`config.mk`:
```
export PLATFORM = sky130hd
export DESIGN_NAME = sram64kb_ctrl
export DESIGN_NICKNAME = d
export VERILOG_FILES = /design/src/rtl/sram64kb_ctrl.sv
export SDC_FILE = /design/constraint.sdc
export NUM_CORES = 1
export LEC_CHECK = 0
export ABC_AREA = 1
export CORE_MARGIN = 4
export CORE_UTILIZATION = 44
export CTS_CLUSTER_SIZE = 28
export DETAILED_ROUTE_END_ITERATION = 7
export GPL_TIMING_DRIVEN = 0
export PLACE_DENSITY = 0.87
export SLEW_MARGIN = 5
export SYNTH_ARGS = -nofsm -noshare
export SYNTH_HDL_FRONTEND = slang
export SYNTH_SLANG_ARGS = --single-unit
```
`constraint.sdc`:
```
create_clock -name CLK -period 1.7 [get_ports CLK]
set_clock_uncertainty 0.15 [all_clocks]
set_input_delay 0.255 -clock CLK [delete_from_list [all_inputs] [get_ports CLK]]
set_output_delay 0.255 -clock CLK [all_outputs]
set_load 0.1 [all_outputs]
```
`src/rtl/sram64kb_ctrl.sv`:
```
// Single-outstanding byte request controller for a banked SRAM array.
// Sequences bank select, output enable, write enable and the CE strobe, then returns one response per request.
module sram64kb_ctrl #(
    parameter int BANKS   = 128,
    parameter int ROW_AW  = 9,
    parameter int DW      = 8,
    parameter int RD_WAIT = 1
) (
    input  logic                              CLK,
    input  logic                              RST,
    input  logic                              REQ_VALID,
    output logic                              REQ_READY,
    input  logic                              REQ_WE,
    input  logic [ROW_AW+$clog2(BANKS)-1:0]   REQ_ADDR,
    input  logic [DW-1:0]                     REQ_WDATA,
    output logic                              RSP_VALID,
    output logic                              RSP_WE,
    output logic [DW-1:0]                     RSP_RDATA,
    output logic [ROW_AW-1:0]                 MEM_ADDR,
    output logic                              MEM_CE,
    output logic                              MEM_WEB,
    output logic [BANKS-1:0]                  MEM_OEB,
    output logic [BANKS-1:0]                  MEM_CSB,
    output logic [DW-1:0]                     MEM_IDATA,
    input  logic [DW-1:0]                     MEM_ODATA
);

    localparam int BW = $clog2(BANKS);
    localparam int AW = ROW_AW + BW;
    localparam logic [2:0] WAIT_INIT = 3'(RD_WAIT - 1);

    typedef enum logic [2:0] {
        IDLE,
        SETUP,
        STROBE,
        RWAIT,
        WREC,
        DONE
    } state_e;

    state_e             state_q;
    logic               we_q;
    logic [BW-1:0]      bank_q;
    logic [2:0]         wait_q;
    logic [ROW_AW-1:0]  mem_addr_q;
    logic [BANKS-1:0]   csb_q;
    logic [BANKS-1:0]   oeb_q;
    logic               web_q;
    logic               ce_q;
    logic [DW-1:0]      idata_q;
    logic               rsp_valid_q;
    logic               rsp_we_q;
    logic [DW-1:0]      rdata_q;

    function automatic logic [BANKS-1:0] bank_low(input logic [BW-1:0] b);
        logic [BANKS-1:0] m;
        m    = '1;
        m[b] = 1'b0;
        return m;
    endfunction

    always_ff @(posedge CLK) begin
        if (RST) begin
            state_q     <= IDLE;
            we_q        <= 1'b0;
            bank_q      <= '0;
            wait_q      <= '0;
            mem_addr_q  <= '0;
            csb_q       <= '1;
            oeb_q       <= '1;
            web_q       <= 1'b1;
            ce_q        <= 1'b0;
            idata_q     <= '0;
            rsp_valid_q <= 1'b0;
            rsp_we_q    <= 1'b0;
            rdata_q     <= '0;
        end else begin
            ce_q        <= 1'b0;
            rsp_valid_q <= 1'b0;
            case (state_q)
                IDLE: begin
                    if (REQ_VALID) begin
                        we_q       <= REQ_WE;
                        bank_q     <= REQ_ADDR[AW-1:ROW_AW];
                        mem_addr_q <= REQ_ADDR[ROW_AW-1:0];
                        csb_q      <= bank_low(REQ_ADDR[AW-1:ROW_AW]);
                        oeb_q      <= '1;
                        web_q      <= ~REQ_WE;
                        if (REQ_WE) begin
                            idata_q <= REQ_WDATA;
                        end
                        state_q    <= SETUP;
                    end
                end
                SETUP: begin
                    ce_q <= 1'b1;
                    if (!we_q) begin
                        oeb_q <= bank_low(bank_q);
                    end
                    state_q <= STROBE;
                end
                STROBE: begin
                    wait_q  <= WAIT_INIT;
                    state_q <= we_q ? WREC : RWAIT;
                end
                RWAIT: begin
                    // Read data is sampled on the edge that closes the final wait cycle.
                    if (wait_q == 3'd0) begin
                        rdata_q     <= MEM_ODATA;
                        rsp_valid_q <= 1'b1;
                        rsp_we_q    <= we_q;
                        csb_q       <= '1;
                        oeb_q       <= '1;
                        web_q       <= 1'b1;
                        state_q     <= DONE;
                    end else begin
                        wait_q <= wait_q - 3'd1;
                    end
                end
                WREC: begin
                    rsp_valid_q <= 1'b1;
                    rsp_we_q    <= we_q;
                    csb_q       <= '1;
                    oeb_q       <= '1;
                    web_q       <= 1'b1;
                    state_q     <= DONE;
                end
                DONE: begin
                    state_q <= IDLE;
                end
                default: begin
                    state_q <= IDLE;
                end
            endcase
        end
    end

    assign REQ_READY = (state_q == IDLE) & ~RST;
    assign RSP_VALID = rsp_valid_q;
    assign RSP_WE    = rsp_we_q;
    assign RSP_RDATA = rdata_q;
    assign MEM_ADDR  = mem_addr_q;
    assign MEM_CE    = ce_q;
    assign MEM_WEB   = web_q;
    assign MEM_OEB   = oeb_q;
    assign MEM_CSB   = csb_q;
    assign MEM_IDATA = idata_q;

endmodule

```
# ---- Word level (Yosys, flattened, before mapping)
# Cells that the tools add are included.
dict set report word_totals {
  reg_bits 299
  wordCells 71
}
dict set report op_classes {
  add_sub_neg 1
  magnitude_cmp 4
  eq_ne 8
  muxes 24
  bitwise 5
  n_reduce_logical 16
}
# operator n
set op_table {}
lappend op_table {{128-bit two-way mux} 4}
lappend op_table {{128-bit case mux with 4 select lines} 1}
lappend op_table {{128-bit case mux with 3 select lines} 1}
lappend op_table {{128-bit NOT} 2}
lappend op_table {{7-bit by 8-bit < comparator with 1-bit output (second input constant)} 2}
lappend op_table {{3-bit case mux with 5 select lines} 1}
lappend op_table {{1-bit demux with 7-bit select} 2}
lappend op_table {{7-bit by 1-bit >= comparator with 1-bit output (second input constant)} 2}
lappend op_table {{3-bit two-way mux} 4}
lappend op_table {{2-bit AND reduction} 5}
lappend op_table {{2-bit inequality test (second input constant)} 4}
lappend op_table {{1-bit two-way mux} 7}
lappend op_table {{3-bit by 2-bit equality test with 1-bit output (second input constant)} 2}
lappend op_table {{3-bit zero test} 2}
lappend op_table {{3-bit case mux with 2 select lines} 1}
lappend op_table {{3-bit AND reduction} 2}
lappend op_table {{1-bit case mux with 2 select lines} 2}
lappend op_table {{4-bit AND reduction} 1}
lappend op_table {{2-bit nonzero test} 2}
lappend op_table {{4-bit nonzero test} 1}
lappend op_table {{3-bit by 1-bit equality test with 1-bit output (second input constant)} 1}
lappend op_table {{3-bit equality test (second input constant)} 1}
lappend op_table {{1-bit case mux with 3 select lines} 1}
lappend op_table {{3-bit nonzero test} 1}
lappend op_table {{other kinds (4)} 6}

# ---- Longest topological paths before layout
dict set report depth {
  depth_word 7
  mapped_depth 11
}

# ---- Worst setup path before layout
# OpenSTA, ideal clock, no wires.
dict set report synth_timing {
  kind {register to output}
  start {register state_q[1]}
  end {output REQ_READY}
  t_arrival_ns 1.895
  required_ns 1.295
  path_slack_ns -0.600
  path_stages_with_launch 4
  n_path_buf 0
  path_cell_list {dfxtp_1 nor2_1 nand2_1 nor2_1}
}
dict set report synth_between {
  elab_chain_cells 2
}
# item line_no
set synth_rtl {}
lappend synth_rtl {{start: declaration} 41} ;# state_e state_q;
lappend synth_rtl {{start signal: assignment} 104} ;# state_q <= we_q ? WREC : RWAIT;
lappend synth_rtl {{3-bit zero test} 138} ;# assign REQ_READY = (state_q == IDLE) & ~RST;
lappend synth_rtl {{1-bit AND} 138}
lappend synth_rtl {{end: declaration} 12} ;# output logic REQ_READY,
# Every way passes these cells.

# ---- Final worst setup path
dict set report layout_timing {
  start {register state_q[0]}
  end {output REQ_READY}
}
# The elaborated chain is that of the path after synthesis.

==> flow_summary.yaml <==
synth:
  post_synth.cell_area_avg_sq_um: 6.98
  synth-adder-area-share_pct: 0.209
  netlist_top_cells_count: "nand2_1, nand3_1, dfxtp_1"
  synth-compound-area-share_pct: 2.81
  synth_top_cells_by_area: "dfxtp_1, nand2_1, nand3_1"
  ys.warnings.count: 0
  synthMostInstantiatedCell: "nand2_1"
  dominantRegCellSynth: "dfxtp_1"
  synth_area_leader_cell: "dfxtp_1"
  synth.lib_cells_used.distinct: 21
  synthesis.area_sq_mm: 0.0120
  synth.top_cell.area_share_pct: 49.9
  post_synth_mux_area_share_pct: 0
  cells_after_synth: 1716
  synth_simple_gate_area_share_pct: 40.5
  synthXorXnorAreaFrac_pct: 0
  synthArstFlopShare_pct: 0
  synth_top_family_by_area: "simple AND/OR/NAND/NOR gates"
  postSynthRegisterBits: 299
  edff_count_synth: 0
  share_of_the_yosys_chip_area_belonging_to_registers_pct: 49.9
  mappedNetlistNets: 1754
placement:
  gpl.final_weighted_congestion: 0.871
  placed_cells_incl_taps: 2378
  port_buffers: 321
  dp_slack_ns: -0.961
  dpl.hpwl_um: 29300
global_routing:
  track_usage_pct: 27.0
  via_count_of_the_first_global_routing_pass: 12349
  number_of_antenna_violations_at_the_first_check_in_global_routing: 0
  grt_max_degree: 16
  grt_remaining_overflow: 0
  grt_first_pass_wirelength_um: 67400
cts:
  tritoncts_clock_tree: "done"
  worstSkewPairLatency_ns: 0.56
  cts.sinks: 299
  numCtsBuffers: 31
  clock_buffer_depth: 3
  root_buffer: "clkbuf_16"
  cts.reportedPaths.clkPinSlew_ns: 0.06
  htreeDepth: 1
detailed_routing:
  via_count_normalized_by_instance_count: 5.40
  avgRoutedWirePerCell_um: 17.9
  detailroute.via_count: 13397
  drc: 0
  drtPass1Iterations: 6
  drt_iter0_drc: 1270
  drt.antenna.violating_nets: 0
  routed_wl_um: 44400
status:
  outcome: "finished, violations left"
  failed_checks: "negative setup slack"
hold_path:
  timing.hold.worst.start: "MEM_ODATA[0]"
  worst_hold_path.endpoint: "RSP_RDATA[0]"
  min_path_type: "in2reg"
  worstHoldPathCells: 3
timing:
  period_needed_ns: 1.91
  final-max-slew-violation-count: 0
  slew_hr_pct: 50.6
  post-route-period-util_pct: 112
  tightestPinTransition_ns: 0.741
  setup_slack_ns: -0.205
  setup_viol_count_final: 260
  hold_viol_final: 0
  achievable-frequency_ghz: 0.525
  grt_setup_unrepaired: "yes"
  setup-tns-final_ns: -29.28
critical_path:
  crit_buf_inv: 1
  ff2ff_path_depth: 8
  timing.rr.end: "MEM_CSB[4]"
  cell_chain_of_the_critical_path: "nor2_4, nand2_2, nor2_4, buf_12"
  crit_path_frequent_cell: "nor2_4"
  crit_path_start_kind: "flip-flop"
  worst-endpoint-required_ns: 1.29
  worst-path-stages: 4
  cpPeakStageDelay_ns: 0.37
  criticalPathCategory: "reg2out"
  end_kind: "output pin"
  worst_ep_arrival_time_ns: 1.50
  r2r_setup_slack_ns: -0.18
  worst_path_dominant_cell_family: "simple AND/OR/NAND/NOR gates"
  critical_path.max_fanout: 5
  critPathSlowestCell: "dfxtp_4"
  r2r_start: "state_q[1]"
floorplan:
  fp.dieArea_sq_mm: 0.0299
  die_width_um: 173
  top_level_ports: 322
  dieHeight_um: 173
  initial_util_pct: 44.6
  num_rows: 60
  fp.coreArea_sq_mm: 0.0269
finish:
  nFillCells: 2309
  area_taken_by_multi_input_logic_gates_sq_mm: 0.00550
  seq_area_sq_mm: 0.00600
  post-route-util_pct: 63.0
  flow.area_growth_from_synthesis_pct: 41.3
  stdcell_count: 2483
  design.final.nets: 2162
  layout_cell_share_with_drive_strength_beyond_1_pct: 24.3
  num_antenna_cells: 0
flow_run:
  maxCapViolations: 0
## registers in the layout (all words and copies together) (netlist names)
signal     flops
RSP_WE         1
MEM_OEB      128
MEM_WEB        1
state_q        3
RSP_VALID      1
wait_q         3
RSP_RDATA      8
MEM_CSB      128
MEM_IDATA      8
we_q           1
bank_q         7
MEM_ADDR       9
MEM_CE         1
## routing by layer
layer  up-vias  GRT usage (%)  share of wire, %
met5         -              0                 0
met1      6180           32.0                38
met4         0           8.95               4.2
met2       795           47.1                48
li1       6273              -                 -
met3       149           7.65                10
## layout make-up
type | instances | area share, %
plain buffers | 115 | 5.07
clock buffers | 43 | 4.96
clock inverters | 8 | 0.554
inverters | 59 | 1.35
multi-input cells | 1243 | 32.5
flip-flops and latches | 299 | 35.4
well taps | 341 | 2.52
repair buffers | 375 | 17.6
## worst max-delay path by stage
stage,start,to
6_report,state_q[0],REQ_READY
5_1_grt,state_q[0],MEM_CSB[99]
4_1_cts,state_q[1],REQ_READY
3_5_place_dp,RST,MEM_CSB[78]
3_3_place_gp,RST,REQ_READY
2_1_floorplan,bank_q[2],MEM_OEB[52]
## stage by stage
stage          cell area, sq um  hold WS [ns]
4_1_cts                   16400         0.146
3_5_place_dp              15600         0.286
6_report                  16900         0.172
3_3_place_gp              15600         0.282
2_1_floorplan             12000         0.270
5_1_grt                   16900         0.170
## kinds of logic after synthesis
logic type,after synthesis
buffers and inverters,174
and+or+nand+nor,1175
DFF,299
AOI/OAI and AO/OA,66
adders and majority gates,2
## worst reg2reg max path, stage by stage (launching register included)
cell and delay (ns):
dfxtp_4 0.37, inv_1 0.23, nand2_2 0.17, nand2_2 0.15, nand2_4 0.10, clkbuf_4 0.21, buf_4 0.18, nand2_1 0.08
nand3_1 0.09
## cells in the final DEF, fill, tap and decap left out, types with 3 or more instances in the layout
master | synthesis | layout
buf_6 | 0 | 27
nand2_4 | 0 | 4
nand2_2 | 0 | 9
inv_2 | 1 | 4
a21oi_1 | 31 | 30
clkdlybuf4s50_1 | 0 | 35
nand3_1 | 323 | 319
clkbuf_16 | 0 | 33
clkbuf_2 | 0 | 5
buf_2 | 56 | 3
nor2_4 | 4 | 19
dfxtp_1 | 299 | 294
o21ai_0 | 33 | 32
buf_12 | 0 | 5
clkinv_2 | 0 | 5
dfxtp_4 | 0 | 3
nor2_1 | 73 | 56
clkbuf_4 | 0 | 9
nor2_2 | 1 | 3
buf_8 | 0 | 3
inv_1 | 57 | 53
clkbuf_1 | 41 | 43
buf_4 | 15 | 368
nand2_1 | 768 | 753
## timing repair
item                                    4_1_cts  5_1_grt
endpoints found under the setup margin      563      283
hold buffers                                  0        0
resized for setup                          1846       94
pin swaps                                    11       10
endpoints found under the hold margin         0        0
cloned                                        6        2
setup buffers                                17       29
Power is left out: the tool's default activity adds up to more than one toggle a clock period on the data nets, which glitch-free logic cannot reach.
